$ cat src/rtl/emsx_sdram_arb_pkg.sv
// Shared types and constants for the EMSX SDRAM arbiter: port geometry,
// FSM state encoding and the round-robin index helper.
package emsx_sdram_arb_pkg;

  localparam int NUM_PORTS       = 3;
  localparam int ADDR_W          = 25;
  localparam int DATA_W          = 8;
  localparam int CNT_W           = 10;
  localparam int TIMEOUT_DEFAULT = 1023;

  typedef logic [$clog2(NUM_PORTS)-1:0] port_idx_t;

  typedef enum logic [1:0] {
    IDLE,
    ISSUE,
    WAIT_ACK,
    DONE
  } state_t;

  // Port index reached by stepping 'offset' places past 'base', wrapping 2 -> 0.
  function automatic port_idx_t wrapIdx(input port_idx_t base, input int offset);
    return port_idx_t'((int'(base) + offset) % NUM_PORTS);
  endfunction

endpackage

$ cat src/rtl/emsx_rr_picker.sv
// Combinational round-robin picker: chooses the first requesting port after
// last_grant_i, wrapping around the port list.
module emsx_rr_picker
  import emsx_sdram_arb_pkg::*;
(
  input  logic [NUM_PORTS-1:0] req_i,
  input  port_idx_t            last_grant_i,
  output logic                 grant_valid_o,
  output port_idx_t            grant_idx_o
);

  port_idx_t cand;

  // Scan from the farthest port back to the nearest so the closest one wins.
  always_comb begin
    grant_valid_o = 1'b0;
    grant_idx_o   = last_grant_i;
    cand          = last_grant_i;
    for (int off = NUM_PORTS; off >= 1; off--) begin
      cand = wrapIdx(last_grant_i, off);
      if (req_i[cand]) begin
        grant_valid_o = 1'b1;
        grant_idx_o   = cand;
      end
    end
  end

endmodule

$ cat src/rtl/emsx_sdram_arbiter.sv
// Three-port round-robin arbiter in front of the EMSX SDRAM controller; one
// transaction at a time with a watchdog that aborts a stalled access.
module emsx_sdram_arbiter #(
  parameter int TIMEOUT_CYCLES = emsx_sdram_arb_pkg::TIMEOUT_DEFAULT,
  parameter int NUM_PORTS      = emsx_sdram_arb_pkg::NUM_PORTS
) (
  input  logic                                      mem_clk,
  input  logic                                      reset_n,
  input  logic                                      sdram_ready,
  input  logic [NUM_PORTS-1:0]                      req,
  input  logic [NUM_PORTS*emsx_sdram_arb_pkg::ADDR_W-1:0] req_address,
  input  logic [NUM_PORTS-1:0]                      req_write,
  input  logic [NUM_PORTS*emsx_sdram_arb_pkg::DATA_W-1:0] req_write_data,
  output logic [NUM_PORTS-1:0]                      ack,
  output logic [emsx_sdram_arb_pkg::DATA_W-1:0]     ack_read_data,
  output logic                                      mem_req,
  input  logic                                      mem_ack,
  output logic [emsx_sdram_arb_pkg::ADDR_W-1:0]     mem_cpu_address,
  output logic                                      mem_cpu_write,
  output logic [emsx_sdram_arb_pkg::DATA_W-1:0]     mem_cpu_write_data,
  input  logic [emsx_sdram_arb_pkg::DATA_W-1:0]     mem_cpu_read_data,
  output logic                                      timeout_err
);

  import emsx_sdram_arb_pkg::*;

  localparam logic [CNT_W-1:0] TO_LAST = CNT_W'(TIMEOUT_CYCLES - 1);

  state_t                 state_q;
  port_idx_t              grant_q;
  port_idx_t              last_grant_q;
  logic [CNT_W-1:0]       cnt_q;
  logic                   mem_req_q;
  logic [NUM_PORTS-1:0]   ack_q;
  logic [DATA_W-1:0]      ack_data_q;
  logic [ADDR_W-1:0]      addr_q;
  logic                   write_q;
  logic [DATA_W-1:0]      wdata_q;
  logic                   timeout_q;

  logic                   pick_valid_d;
  port_idx_t              pick_idx_d;

  emsx_rr_picker u_picker (
    .req_i         (req),
    .last_grant_i  (last_grant_q),
    .grant_valid_o (pick_valid_d),
    .grant_idx_o   (pick_idx_d)
  );

  // ack and ack_read_data default to zero every cycle and are loaded only on
  // the edge entering DONE, which makes them a single-cycle pulse.
  always_ff @(posedge mem_clk) begin
    if (!reset_n) begin
      state_q      <= IDLE;
      grant_q      <= '0;
      last_grant_q <= port_idx_t'(NUM_PORTS - 1);
      cnt_q        <= '0;
      mem_req_q    <= 1'b0;
      ack_q        <= '0;
      ack_data_q   <= '0;
      addr_q       <= '0;
      write_q      <= 1'b0;
      wdata_q      <= '0;
      timeout_q    <= 1'b0;
    end else begin
      ack_q      <= '0;
      ack_data_q <= '0;
      case (state_q)
        IDLE: begin
          if (sdram_ready && pick_valid_d) begin
            grant_q <= pick_idx_d;
            addr_q  <= req_address[int'(pick_idx_d)*ADDR_W +: ADDR_W];
            write_q <= req_write[pick_idx_d];
            wdata_q <= req_write_data[int'(pick_idx_d)*DATA_W +: DATA_W];
            state_q <= ISSUE;
          end
        end
        ISSUE: begin
          mem_req_q <= 1'b1;
          cnt_q     <= '0;
          state_q   <= WAIT_ACK;
        end
        WAIT_ACK: begin
          if (mem_ack) begin
            mem_req_q        <= 1'b0;
            ack_q            <= '0;
            ack_q[grant_q]   <= 1'b1;
            ack_data_q       <= mem_cpu_read_data;
            state_q          <= DONE;
          end else if (cnt_q == TO_LAST) begin
            // Stalled controller: release the bus and hand back a poison byte.
            mem_req_q        <= 1'b0;
            timeout_q        <= 1'b1;
            ack_q            <= '0;
            ack_q[grant_q]   <= 1'b1;
            ack_data_q       <= 8'hFF;
            state_q          <= DONE;
          end else begin
            cnt_q <= cnt_q + 1'b1;
          end
        end
        DONE: begin
          last_grant_q <= grant_q;
          state_q      <= IDLE;
        end
        default: state_q <= IDLE;
      endcase
    end
  end

  assign ack                = ack_q;
  assign ack_read_data      = ack_data_q;
  assign mem_req            = mem_req_q;
  assign mem_cpu_address    = addr_q;
  assign mem_cpu_write      = write_q;
  assign mem_cpu_write_data = wdata_q;
  assign timeout_err        = timeout_q;

endmodule
$ cat config.mk
export PLATFORM = sky130hd
export DESIGN_NAME = emsx_sdram_arbiter
export DESIGN_NICKNAME = d
export VERILOG_FILES = /design/src/rtl/emsx_sdram_arb_pkg.sv /design/src/rtl/emsx_rr_picker.sv /design/src/rtl/emsx_sdram_arbiter.sv
export SDC_FILE = /design/constraint.sdc
export NUM_CORES = 1
export LEC_CHECK = 0
export CAP_MARGIN = 20
export CORE_MARGIN = 2
export CORE_UTILIZATION = 44
export CTS_CLUSTER_SIZE = 28
export DETAILED_ROUTE_END_ITERATION = 12
export PLACE_DENSITY = 0.89
export SETUP_SLACK_MARGIN = 0.4
export SKIP_CTS_REPAIR_TIMING = 1
export SYNTH_ARGS = -nofsm -noshare
export SYNTH_HDL_FRONTEND = slang
export SYNTH_HIERARCHICAL = 1
export SYNTH_SLANG_ARGS = --single-unit
$ cat constraint.sdc
create_clock -name mem_clk -period 4.5 [get_ports mem_clk]
set_clock_uncertainty 0.1 [all_clocks]
set_input_delay 0.9 -clock mem_clk [delete_from_list [all_inputs] [get_ports mem_clk]]
set_output_delay 0.9 -clock mem_clk [all_outputs]
set_load 0.05 [all_outputs]
Word-level counts from Yosys, hierarchy flattened. Index checks and enable logic that the tools add are counted.

Bits of input ports: 117. Output and inout bits: 47. Bits in registers: 63.

Shifts and indexed selects: 2. Bitwise gates (word level): 1. Reductions and logical operators: 10. Add/subtract/negate cells: 4. $mul: 1. Equality and inequality tests: 8. Order comparisons: 6. Multiplexer cells: 30. Divide/modulo/power cells: 3.

Operator list (count): 32-bit by 3-bit modulo with 32-bit output, second input constant (3); 75-bit by 8-bit indexed part select with 25-bit output (1); 24-bit by 6-bit indexed part select with 8-bit output (1); 10-bit two-way mux (2); 10-bit one-hot mux with 2 select lines (1); 8-bit two-way mux (2); 2-bit by 3-bit < comparator with 1-bit output, second input constant (5); 2-bit two-way mux (6); 10-bit by 1-bit adder with 10-bit output, second input constant (1); 10-bit == test, second input constant (1); 1-bit two-way mux (10); 1-bit binary-select mux with 2-bit select (4); 2-bit one-hot mux with 4 select lines (1); 2-bit AND reduction (4); 2-bit by 5-bit multiplier with 7-bit output, second input constant (1); 2-bit by 2-bit adder with 3-bit output, second input constant (2); 3-bit two-way mux (2); 2-bit != test, second input constant (3); 3-bit AND reduction (2); 2-bit == test, second input constant (2); 2-bit by 1-bit adder with 3-bit output, second input constant (1); 3-bit != test, second input constant (1); 1-bit demux with 2-bit select (1); 2-bit by 1-bit == test with 1-bit output, second input constant (1); other kinds (6) (7).

Longest topological paths before layout.
Depth after elaboration: 10. Gate-level depth with buffers: 12. Mapped depth without buffers: 10.

Cells and area by module. The synthesis kept the hierarchy.

Modules (own cells, without submodules): emsx_sdram_arbiter (sequential area each 1261.2 um^2, cells an instance 372, times used 1, area each 3100.5 um^2); emsx_rr_picker (sequential area each 0.0 um^2, cells an instance 33, times used 1, area each 236.5 um^2).

Worst setup path before layout. OpenSTA, ideal clock, no wires.

Path type: input port to flip-flop. From: in req[1]. To: reg addr_q[6] (netlist: mem_cpu_address[6]). Stages on the path: 10. Arrival time: 2.534 ns. Setup slack: 1.734 ns. Cell sequence: a22o_1 > a211o_1 > o21ai_2 > a22o_1 > buf_2 > buf_2 > mux2i_1 > nor2_1 > a211oi_1 > nor3_1.

Word-level cells in the longest chain between the ends: 7. Elaborated cells between the ends (all ways): 16. Classes of those cells: mul (1); shift (1); mux (12); reduce/logical (2).

RTL lines: from (decl) (RTL line emsx_sdram_arbiter.sv:10) `input logic [NUM_PORTS-1:0] req,`; 1-bit binary-select mux with 2-bit select (RTL line emsx_rr_picker.sv:21) `if (req_i[cand]) begin`; 1-bit two-way mux (implied by the code) (RTL line emsx_rr_picker.sv:21); 2-bit two-way mux (2 in series) (RTL line emsx_rr_picker.sv:21); 2-bit two-way mux (*) (RTL line emsx_rr_picker.sv:21); net pick_idx_d[0] (RTL line emsx_sdram_arbiter.sv:42) `port_idx_t pick_idx_d;`; 2-bit by 5-bit multiplier with 7-bit output (*) (RTL line emsx_sdram_arbiter.sv:73) `addr_q <= req_address[int'(pick_idx_d)*ADDR_W +: ADDR_W];`; 75-bit by 8-bit indexed part select with 25-bit output (*) (RTL line emsx_sdram_arbiter.sv:73); to (signal assigned) (RTL line emsx_sdram_arbiter.sv:73); to (decl) (RTL line emsx_sdram_arbiter.sv:36) `logic [ADDR_W-1:0] addr_q;`.

The timed path passes the listed nets; every way through them passes the cells marked *. The select of a mux whose other input is x is not followed. A chain may end at the register's enable or synchronous reset.

Final worst setup path.
From: in req[0]. To: reg addr_q[2] (netlist: mem_cpu_address[2]).

The elaborated chain is that of the path after synthesis.

==> metrics.cfg <==
[power]
powerDensity_nw_per_um2=477.9
power.leakage_nw=2.004
peakVddDrop_v=0.0002235

[worst_setup_path]
crit_cells=9
crit_type=in -> reg
cp-startpoint=req[0]
crit_path_cell_trace=clkdlybuf4s50_1, or3b_1, a22oi_2, o221a_1, a31o_1, nor2b_2, buf_4, a211oi_1, nor3_1
endpoint=mem_cpu_address[2]$_SDFFE_PN0P_
worstReg2RegEnd=mem_cpu_address[2]$_SDFFE_PN0P_
setup.worst_path.end_class=flip-flop
slowest_delay_ps=520
crit_required_ps=4650
path_delay_family=simple AND/OR/NAND/NOR gates
cp_slowest_cell=nor2b_2
reg2reg_from=last_grant_q[0]$_SDFFE_PN0N_
start_kind=primary input
crit_fanout=20
critPathArrivalTime_ps=3380
ff2ff_path_depth=10
cp_num_buf_inv=2
r2r_slack_ps=1520

[global_route]
grt-ovfl-total=0
grt_max_degree=38
top_usage_layer=met2
grt_use_met1_pct=26.38
grt_usage_pct=23.99
grt_antenna_before_repair=0
grt_pass1_vias=3477
grtUsageMet2_pct=43.46
grt_util_met3_pct=6.805
grt_pass1_wl_um=15920

[die]
start_util_pct=45.76
io_pins=164
fp.dieArea_um2=8296
rows=31
die_height_um=91.09
die_x_um=91.09
core-area_um2=7292

[synthesis]
synth_edf_count=0
async_reset_ff_share_pct=0
synthFlopType=dfxtp_1
netlist_top_cells_count=73 x nor2_1, 63 x dfxtp_1, 39 x mux2i_1, 37 x nor3_1, 34 x a211oi_1
yosysMostFrequentCell=nor2_1
avgSynthCellArea_um2=8.239
yosys_warnings=6
netlist.area_leader.share_pct=37.80
netlist_instances=405
synth_area_um2=3337
ys_ff_latch=63
synth_top_area_cell=dfxtp_1
ys_types=46
syn_nets=533
synth_seq_area_share_pct=37.80
synth_area_leaders=dfxtp_1 38%, mux2i_1 12%, nor2_1 8.2%

[clock_network]
cts.clk_slew.worst_paths_ps=70
cts_buffers=9
clock_latency_ps=330
cts.path.max_buffers=2
clock-sinks=63
cts-root-buf=clkbuf_8
htree_levels=3
cts_tree=done

[drt]
drt_iter0_drc=141
via_per_inst=5.338
ant_nets=0
vias=3523
drc=0
wirelength_um=10190
wl_per_cell_um=15.44
firstDrtPassIters=4

[sta]
rsz0062_at_grt=no
fin_crit_sh_pct=71.73
drv_slew=0
setup_viol=0
hold_viol_final=0
timing.final.crit_period_ps=3228
tightest_slew_ps=780.7
slew-limit-headroom_pct=47.72
setup_tns_ps=0
fmax_mhz=309.8

[placed_design]
dpl.hpwl_um=7914
portBuffers=163
gp_routability_congestion=0.8511

[hold_path]
hp-class=reg -> reg

[run]
timing.max_cap.violations=0

[finish]
n_antenna_cell=0
drive_above_1_share_pct=6.061
syn_to_final_growth_pct=57.29
post-route-util_pct=71.98
nets=685
filler_cell_count=576

[run_status]
status=finished clean

worst min path at each step:
stage                                          startpoint                         endpoint  slack [ps]  depth (start not counted)
final                                mem_req$_SDFFE_PN0P_             mem_req$_SDFFE_PN0P_         400                          1
after global routing      mem_cpu_address[6]$_SDFFE_PN0P_  mem_cpu_address[6]$_SDFFE_PN0P_         420                          2
after CTS                            mem_req$_SDFFE_PN0P_             mem_req$_SDFFE_PN0P_         390                          1
after detailed placement             mem_req$_SDFFE_PN0P_             mem_req$_SDFFE_PN0P_         380                          1
after global placement           timeout_err$_SDFFE_PN0P_         timeout_err$_SDFFE_PN0P_         350                          2
after floorplan                   grant_q[1]$_SDFFE_PN0P_                ack[1]$_SDFF_PN0_         350                          1
kinds of logic after synthesis:
logic type,synth area share [%]
compound gates,18.86
fa+ha+maj,4.124
buf+inv,5.924
flops,37.80
mux,11.70
simple gates,21.60
through the flow:
stage	cells	area, um^2	total power (W)	hold WS (ps)	worst slack [ps]
global route	660	5249	0.002633	416.1	1099
finish	660	5249	0.002508	396.1	1272
global placement	645	5030	0.001946	354.0	1042
CTS	660	5249	0.002523	393.3	1289
detailed placement	645	5030	0.001981	376.8	923.8
floorplan	405	3337	0.001546	354.8	1734
final cells by class:
type | count | area [um^2] | area share, %
repair buffers | 170 | 1684 | 32.09
clock buffers | 10 | 137.6 | 2.622
well taps | 99 | 123.9 | 2.360
flip-flops and latches | 63 | 1261 | 24.03
clock inverters | 5 | 81.33 | 1.549
inverters | 21 | 78.83 | 1.502
multi-input cells | 292 | 1882 | 35.85
power by group:
group	total, W	switching, W	internal, W
logic	0.00122	0.000768	0.000455
clock network	0.000539	0.000215	0.000325
registers	0.000747	0.0000717	0.000675
layout by cell type, fill, tap and decap left out, types with 2 or more instances in the layout:
cell,count
nor2_1,73
nand2_1,19
inv_1,21
a311oi_1,3
clkbuf_8,10
bufinv_16,2
clkdlybuf4s50_1,163
nand4_1,2
ha_1,11
mux2i_1,39
a211oi_1,34
buf_4,7
o211ai_1,2
nand3_1,8
o21ai_0,8
nor3b_1,2
a211o_1,2
nand2b_1,4
o32ai_1,2
nor3_1,37
dfxtp_1,63
a21oi_1,19
a31oi_1,2
registers in the layout, summed over array words and instances, names as in the netlist:
signal	count
last_grant_q	2
cnt_q	10
mem_cpu_write	1
mem_cpu_address	25
ack_read_data	8
ack	3
mem_req	1
timeout_err	1
grant_q	2
state_q	2
mem_cpu_write_data	8
routing by layer:
metal / wire length [um] / part of all wire (%)
met5: 0 / 0
met4: 212 / 2.1
met3: 745 / 7.3
met2: 5295 / 52
met1: 3936 / 39
worst register-to-register path, stage by stage, from the launching register on:
cell	delay (ps)
dfxtp_1	440
inv_1	100
ha_1	280
a22o_1	260
a211o_1	270
o21ai_2	80
a31o_1	210
nor2b_2	520
buf_4	350
a211oi_1	110
nor3_1	160
No activity file was read; power rests on OpenSTA's default activity.
